### config.mk
export PLATFORM = sky130hd
export DESIGN_NAME = simon_serial_param
export DESIGN_NICKNAME = d
export VERILOG_FILES = /design/src/rtl/simon_serial_param.sv
export SDC_FILE = /design/constraint.sdc
export NUM_CORES = 1
export LEC_CHECK = 0
export BUFFER_PORTS_ARGS = -buffer_cell sky130_fd_sc_hd__buf_4
export CAP_MARGIN = 20
export CORE_MARGIN = 1
export CORE_UTILIZATION = 30
export DETAILED_ROUTE_END_ITERATION = 16
export HOLD_SLACK_MARGIN = 0.15
export SETUP_SLACK_MARGIN = 0.05
export SLEW_MARGIN = 5
export SYNTH_ARGS = -nofsm -noshare
export SYNTH_HDL_FRONTEND = slang
export SYNTH_SLANG_ARGS = --single-unit
export TNS_END_PERCENT = 50
### constraint.sdc
create_clock -name clk -period 6.5 [get_ports clk]
set_input_delay 1.3 -clock clk [delete_from_list [all_inputs] [get_ports clk]]
set_output_delay 1.3 -clock clk [all_outputs]
set_load 0.01 [all_outputs]
### src/rtl/simon_serial_param.sv
// Parametrised bit-serial SIMON encryption block.
// Serial load, one round per cycle, framed serial ciphertext unload.
//
// Ports:
//   clk        - single clock, rising edge
//   rst        - synchronous, active-high reset
//   data_in    - serial load bit
//   data_rdy   - 0 idle, 1 load plaintext, 2 load key, 3 run
//   cipher_out - serial ciphertext bit, LSB first (valid with out_valid)
//   out_valid  - cipher_out carries a ciphertext bit this cycle
//   busy       - high while running rounds or unloading
//   done       - high once the full ciphertext has been unloaded
module simon_serial_param #(
    parameter int          N    = 64,
    parameter int          M    = 2,
    parameter int          T    = 68,
    parameter logic [61:0] ZSEQ =
        62'b10101111011100000011010010011000101000010001111110010110110011
) (
    input  logic       clk,
    input  logic       rst,
    input  logic       data_in,
    input  logic [1:0] data_rdy,
    output logic       cipher_out,
    output logic       out_valid,
    output logic       busy,
    output logic       done
);

    localparam int BW  = 2 * N;
    localparam int KW  = M * N;
    localparam int RW  = $clog2(T + 1);
    localparam int PW  = $clog2(BW + 1);
    localparam int KCW = $clog2(KW + 1);
    localparam int UW  = $clog2(BW);

    localparam logic [PW-1:0]  PT_FULL  = PW'(BW);
    localparam logic [PW-1:0]  PT_LAST  = PW'(BW - 1);
    localparam logic [KCW-1:0] KEY_FULL = KCW'(KW);
    localparam logic [KCW-1:0] KEY_LAST = KCW'(KW - 1);
    localparam logic [RW-1:0]  R_LAST   = RW'(T - 1);
    localparam logic [UW-1:0]  U_LAST   = UW'(BW - 1);

    localparam logic [1:0] MODE_PT  = 2'd1;
    localparam logic [1:0] MODE_KEY = 2'd2;
    localparam logic [1:0] MODE_RUN = 2'd3;

    typedef enum logic [1:0] {
        S_IDLE,
        S_RUN,
        S_UNLOAD,
        S_DONE
    } state_t;

    state_t          state;
    logic [BW-1:0]   blk;
    logic [KW-1:0]   key;
    logic [PW-1:0]   pt_cnt;
    logic [KCW-1:0]  key_cnt;
    logic            pt_ok;
    logic            key_ok;
    logic [RW-1:0]   rnd;
    logic [UW-1:0]   ucnt;

    logic [N-1:0]    x;
    logic [N-1:0]    y;
    logic [N-1:0]    k0;
    logic [N-1:0]    k1;
    logic [N-1:0]    kl;
    logic [N-1:0]    fx;
    logic [N-1:0]    tmp;
    logic [N-1:0]    knew;
    logic [5:0]      zidx;
    logic            zbit;
    logic [BW-1:0]   round_blk;
    logic [KW-1:0]   next_key;

    function automatic logic [N-1:0] rol(
        input logic [N-1:0] v,
        input int           s
    );
        return (v << s) | (v >> (N - s));
    endfunction

    function automatic logic [N-1:0] ror(
        input logic [N-1:0] v,
        input int           s
    );
        return (v >> s) | (v << (N - s));
    endfunction

    // Round function and key-schedule step for the current round.
    always_comb begin
        x    = blk[BW-1:N];
        y    = blk[N-1:0];
        k0   = key[N-1:0];
        k1   = key[2*N-1:N];
        kl   = key[KW-1:KW-N];
        fx   = (rol(x, 1) & rol(x, 8)) ^ rol(x, 2);

        round_blk = {y ^ fx ^ k0, x};

        // Round constant: leftmost ZSEQ bit belongs to round 0.
        zidx = 6'(61 - (int'(rnd) % 62));
        zbit = ZSEQ[zidx];

        tmp = ror(kl, 3);
        if (M == 4) begin
            tmp = tmp ^ k1;
        end
        tmp  = tmp ^ ror(tmp, 1);
        knew = ~k0 ^ tmp ^ N'(3) ^ {{(N-1){1'b0}}, zbit};

        // Key window slides down one word; new word enters on top.
        next_key = {knew, key[KW-1:N]};
    end

    always_ff @(posedge clk) begin
        if (rst) begin
            state     <= S_IDLE;
            blk       <= '0;
            key       <= '0;
            pt_cnt    <= '0;
            key_cnt   <= '0;
            pt_ok     <= 1'b0;
            key_ok    <= 1'b0;
            rnd       <= '0;
            ucnt      <= '0;
            out_valid <= 1'b0;
            busy      <= 1'b0;
            done      <= 1'b0;
        end else begin
            unique case (state)
                S_IDLE: begin
                    unique case (data_rdy)
                        MODE_PT: begin
                            blk <= {data_in, blk[BW-1:1]};
                            if (pt_cnt != PT_FULL) begin
                                pt_cnt <= pt_cnt + 1'b1;
                            end
                            if (pt_cnt == PT_LAST) begin
                                pt_ok <= 1'b1;
                            end
                        end
                        MODE_KEY: begin
                            key <= {data_in, key[KW-1:1]};
                            if (key_cnt != KEY_FULL) begin
                                key_cnt <= key_cnt + 1'b1;
                            end
                            if (key_cnt == KEY_LAST) begin
                                key_ok <= 1'b1;
                            end
                        end
                        MODE_RUN: begin
                            // Starting consumes both loads; a new run
                            // needs fresh plaintext and key.
                            if (pt_ok && key_ok) begin
                                state   <= S_RUN;
                                busy    <= 1'b1;
                                rnd     <= '0;
                                pt_ok   <= 1'b0;
                                key_ok  <= 1'b0;
                                pt_cnt  <= '0;
                                key_cnt <= '0;
                            end
                        end
                        default: begin
                        end
                    endcase
                end

                S_RUN: begin
                    if (data_rdy != MODE_RUN) begin
                        state <= S_IDLE;
                        busy  <= 1'b0;
                    end else begin
                        blk <= round_blk;
                        key <= next_key;
                        if (rnd == R_LAST) begin
                            state     <= S_UNLOAD;
                            out_valid <= 1'b1;
                            ucnt      <= '0;
                        end else begin
                            rnd <= rnd + 1'b1;
                        end
                    end
                end

                S_UNLOAD: begin
                    if (data_rdy != MODE_RUN) begin
                        state     <= S_IDLE;
                        busy      <= 1'b0;
                        out_valid <= 1'b0;
                    end else begin
                        // Bit 0 always drives cipher_out.
                        blk <= {1'b0, blk[BW-1:1]};
                        if (ucnt == U_LAST) begin
                            state     <= S_DONE;
                            out_valid <= 1'b0;
                            busy      <= 1'b0;
                            done      <= 1'b1;
                        end else begin
                            ucnt <= ucnt + 1'b1;
                        end
                    end
                end

                S_DONE: begin
                    if (data_rdy != MODE_RUN) begin
                        state <= S_IDLE;
                        done  <= 1'b0;
                    end
                end
            endcase
        end
    end

    assign cipher_out = out_valid & blk[0];

endmodule

=== After elaboration in Yosys (flattened, before gate mapping) ===
Memories as Yosys holds them, arrays and structs flattened.
Cells that the tools add are included.

* Memories kept: 1
* Flip-flop bits (word level): 293
* Output and inout port bits: 4
* ROM bits: 64

{| class="wikitable"
|+ Memory list
! name !! words !! width !! rd ports !! clocked after memory_dff !! wr ports !! RTL line !! source
|-
| (name not given) || 64 || 1 || 1 || 0 || 0 || 105 || <nowiki>zbit = ZSEQ[zidx];</nowiki>
|}

* Bitwise logic cells: 15
* Magnitude comparators: 1
* Div/mod/pow operators: 1
* Add/subtract/negate cells: 5
* Mux-type cells: 48
* Equal/unequal tests: 32
* Reduce and logical (&&, ||, !) cells: 20

{| class="wikitable"
|+ Operators by type and width
! kind !! count
|-
| 128-bit 2-to-1 mux || 5
|-
| 128-bit one-hot mux with 3 select lines || 1
|-
| 64-bit XOR || 5
|-
| 128-bit one-hot mux with 2 select lines || 1
|-
| 64-bit AND || 1
|-
| 64-bit inverter || 1
|-
| 61-bit by 64-bit bitwise OR with 64-bit output || 1
|-
| 63-bit by 64-bit bitwise OR with 64-bit output || 1
|-
| 64-bit by 1-bit bitwise OR with 64-bit output || 1
|-
| 64-bit by 2-bit bitwise OR with 64-bit output || 1
|-
| 64-bit by 8-bit bitwise OR with 64-bit output || 1
|-
| 64-bit by 1-bit XOR with 64-bit output || 1
|-
| 7-bit 2-to-1 mux || 8
|-
| 8-bit by 7-bit modulo with 32-bit output (second input constant) || 1
|-
| 8-bit one-hot mux with 2 select lines || 2
|-
| 2-bit inequality test (second input constant) || 15
|-
| 7-bit one-hot mux with 2 select lines || 2
|-
| 4-bit AND reduction || 7
|-
| 8-bit 2-to-1 mux || 3
|-
| 5-bit AND reduction || 4
|-
| 8-bit by 1-bit adder with 8-bit output (second input constant) || 2
|-
| 8-bit by 7-bit equality test with 1-bit output (second input constant) || 2
|-
| 8-bit inequality test (second input constant) || 2
|-
| 7-bit by 1-bit adder with 7-bit output (second input constant) || 2
|-
| other kinds (19) || 52
|}

=== Depth between registers and ports, before layout ===
* Word-level depth: 8
* Gate-level depth with buffers: 17

=== Worst setup path after synthesis ===
Ideal clock, no wire load.

* Path type: register to register
* From: reg rnd[2]
* To: reg key[64]
* Library setup time: 127 ps
* Buffers on the path: 0
* Setup slack: 2941 ps
* Data arrival time: 3432 ps
* Cell stages (with the launch flop): 16
* Cell sequence: dfxtp_1 > ha_1 > nand3_2 > inv_1 > ha_1 > nand4b_1 > o21a_1 > o21ai_1 > inv_1 > ha_1 > or4_1 > o2111ai_1 > a211oi_1 > a211o_1 > and3_1 > or3_1

* Word-level cells in the longest chain between the ends: 7

{| class="wikitable"
|+ Ends and longest elaborated chain
! element !! RTL line !! source
|-
| start: declaration || 62 || <nowiki>logic [RW-1:0] rnd;</nowiki>
|-
| start signal: assignment || 184 || <nowiki>rnd <= rnd + 1'b1;</nowiki>
|-
| 8-bit by 7-bit modulo with 32-bit output || 104 || <nowiki>zidx = 6'(61 - (int'(rnd) % 62));</nowiki>
|-
| 3-bit by 6-bit subtractor with 6-bit output || 104 ||
|-
| memory read 64 x 1 bit || n/a ||
|-
| 1-bit 2-to-1 mux (not written as such) || 105 ||
|-
| 64-bit by 1-bit XOR with 64-bit output || 112 || <nowiki>knew = ~k0 ^ tmp ^ N'(3) ^ {{(N-1){1'b0}}, zbit};</nowiki>
|-
| 128-bit 2-to-1 mux || 173 || <nowiki>if (data_rdy != MODE_RUN) begin</nowiki>
|-
| 128-bit one-hot mux with 2 select lines || 133 || <nowiki>unique case (state)</nowiki>
|-
| end signal: assignment || 146 || <nowiki>key <= {data_in, key[KW-1:1]};</nowiki>
|-
| end signal: assignment || 178 || <nowiki>key <= next_key;</nowiki>
|-
| end: declaration || 57 || <nowiki>logic [KW-1:0] key;</nowiki>
|}

Every way passes these cells. The select of a mux whose other input is x is not followed.
A chain may end at the register's enable or synchronous reset.

=== Worst setup path after layout ===
Same ends and word-level chain as after synthesis.

==> flow_metrics.tcl <==
set metrics [dict create \
    use_met2_pct 21.9 \
    syn_avg_cell_area_um2 8.35 \
    cts.clk_slew.worst_paths_ns 0.05 \
    hold_viol_final 0 \
    slew_viol_final 0 \
    maxCapViolCount 0 \
    rr_worst_depth 15 \
    rrSetupSlack_ns 2.14 \
    finalCritPeriodShare_pct 67.1 \
    nFillCells 5459 \
    gp_congestion 0.803 \
    multi_input_area_um2 9770 \
    use_met1_pct 18.6 \
    synthCells 1945 \
    cts_tree "yes" \
    use_met3_pct 1.73 \
    synth_top_family_by_area "XOR/XNOR gates" \
    crit-reg2reg-launch "rnd[2]" \
    drt_iter0_drc 756 \
    drive_gt1_share_pct 4.85 \
    synthSimpleGateAreaFrac_pct 17.5 \
    start_util_pct 30.6 \
    synth_fa_ha_area_share_pct 1.46 \
    synthesis.nets 1969 \
    rsz0062_at_grt "false" \
    synth_commonest_cells "xnor2_1, dfxtp_1, nor2_1" \
    io_buffer_count 8 \
    postPlaceCellArea_um2 16700 \
    p_leak_nw 5.36 \
    ioPinCount 9 \
    grt_start_max_net_pins 102 \
    cp-start-kind "flop" \
    slew_headroom_pct 25.1 \
    cp-end-kind "flop" \
    min_from "done" \
    holdPathEnd "done" \
    core_um2 53100 \
    grt_pass1_vias 12900 \
    viasPerCell 5.22 \
    antenna_found_initial 0 \
    antenna_left 0 \
    synth_mux_area_share_pct 4.28 \
    yosys_warnings 0 \
    ys.flop_type "dfxtp_1" \
    drt_pass1_iterations 4 \
    fin_nets 1878 \
    hp-class "flop to flop" \
    cts_resized 0 \
    grt.busiest_layer "met2" \
    syn_area_um2 16200 \
    crit_path_max_fanout 11 \
    worst_pin_slew_ns 1.12 \
    ys_seq_elements 293 \
    wl_per_cell_um 14.6 \
    clock-sinks 293 \
    finalSetupViolCount 0 \
    die_w_um 235 \
    r2r_end "key[64]" \
    fin_skew_ns 0.0246 \
    track_usage_pct 13.5 \
    routed_wirelength_um 37500 \
    synth_compound_area_share_pct 18.1 \
    dieArea_um2 55100 \
    powerDensity_nw_per_um2 285 \
    fmax_mhz 229 \
    cts_hold_buf 0 \
    die_h_um 235 \
    grt_pass1_wl_um 65100 \
    synthTopCellsByArea "dfxtp_1, xnor2_1, a221oi_1" \
    yosys.area.top_type_share_pct 36.1 \
    dp_hpwl_um 22900 \
    clk_latency_ns 0.54 \
    root_buffer "clkbuf_16" \
    outcome "finished, final reports clean" \
    synth_xor_xnor_area_share_pct 18.5 \
    cp.required_ns 6.90 \
    diodes 0 \
    vias 13400 \
    register_area_um2 5870 \
    synthArstFlopShare_pct 0 \
    synth-edff-count 0 \
    worstHoldPathCells 2 \
    tns_ns 0 \
    clockBufferDepth 3 \
    cts_setup_buffers 0 \
    fin_crit_ns 4.36 \
    rows 84 \
    crit_arrival_ns 4.76 \
    final_area_um2 17900 \
    yosys.area.top_type "dfxtp_1" \
    cts_buffers 35 \
    grt-ovfl-total 0 \
    drc 0 \
    h-tree-depth 2 \
    synthMostInstantiatedCell "xnor2_1" \
    synth_seq_area_share_pct 36.1 \
    ys_types 61 \
    areaGrowthSynthToFinish_pct 10.3 \
    ir_drop_mv 0.145 \
    critPathKind "flop to flop" \
]
-- per-layer routing --
| metal | wire [µm] | up-vias | share of wire (%) |
|---|---|---|---|
| met3 | 1420 | 53 | 3.8 |
| met2 | 17300 | 234 | 46 |
| met5 | 0 | - | 0 |
| met1 | 18100 | 6415 | 48 |
| li1 | - | 6686 | - |
| met4 | 715 | 0 | 1.9 |
-- power by group --
part           internal, mW  total (mW)  leakage, nW  switching (mW)
logic                 0.450       0.934         2.39           0.483
clock network          1.23        2.01        0.571           0.779
registers              1.94        2.16         2.40           0.222
-- through the flow --
step / power (mW) / utilization [%] / hold slack [ns] / cells / setup slack [ns]
finish: 5.10 / 33.8 / 0.478 / 2563 / 2.14
global route: 5.36 / 33.8 / 0.513 / 2563 / 1.92
CTS: 5.16 / 33.7 / 0.482 / 2562 / 2.21
detailed placement: 3.13 / 31.5 / 0.472 / 2504 / 2.22
global placement: 3.11 / 31.5 / 0.475 / 2504 / 2.38
floorplan: 2.93 / - / 0.458 / 1945 / 2.94
-- layout by cell type (no fill, tap or decap), types with 8 or more instances in the layout --
cell type  instances
ha_1              18
o21ai_0            9
o211ai_1          66
clkbuf_8           8
nand4_1            9
nor2_1           237
nand3_1           12
a211oi_1          69
clkbuf_16         35
inv_1             17
nor3_1           133
dfxtp_1          293
a221oi_1         129
nand2_1          217
a21oi_1           86
or3_1             10
xnor2_1          328
xor2_1            16
buf_4             16
mux2i_1           68
-- kinds of logic after synthesis --
| family | count (synthesis) |
|---|---|
| AOI/OAI and AO/OA | 397 |
| xor gates and xnor gates | 344 |
| adders and majority gates | 19 |
| buffers and inverters | 166 |
| DFF | 293 |
| muxes | 69 |
| and+or+nand+nor | 657 |
-- how the worst max path moves through the flow --
stage	to	startpoint	cells past startpoint	slack, ns
floorplan	key[64]	rnd[2]	15	2.94
global placement	key[64]	rnd[2]	15	2.38
detailed placement	key[64]	rnd[2]	15	2.22
CTS	key[64]	rnd[2]	15	2.21
global route	key[64]	rnd[2]	15	1.92
finish	key[64]	rnd[2]	15	2.14
-- final cells by class --
class | instances | share of cell area, %
multi-input combinational | 1486 | 54.5
sequential | 293 | 32.7
inverter | 18 | 0.377
tap | 688 | 4.80
clock buffer | 48 | 5.55
clock inverter | 10 | 0.922
timing repair buffer | 20 | 1.08
-- sequential cells by signal, summed over array words and instances, names as in the netlist --
name	count
key	128
done	1
key_ok	1
pt_cnt	8
pt_ok	1
blk	128
rnd	7
key_cnt	8
busy	1
state	2
ucnt	7
out_valid	1
-- worst max-delay path, cell delays in order (launching register included) --
cell and delay [ns]:
dfxtp_1 0.56, ha_1 0.36, nand3_2 0.16, inv_1 0.11, ha_1 0.24, nand4b_1 0.21, o21a_1 0.27, o21ai_1 0.30
inv_1 0.21, ha_1 0.33, or4_1 0.50, o2111ai_1 0.09, a211oi_1 0.08, a211o_1 0.30, and3_1 0.16, or3_1 0.35
Note: power is estimated with default switching activity, not from simulation.
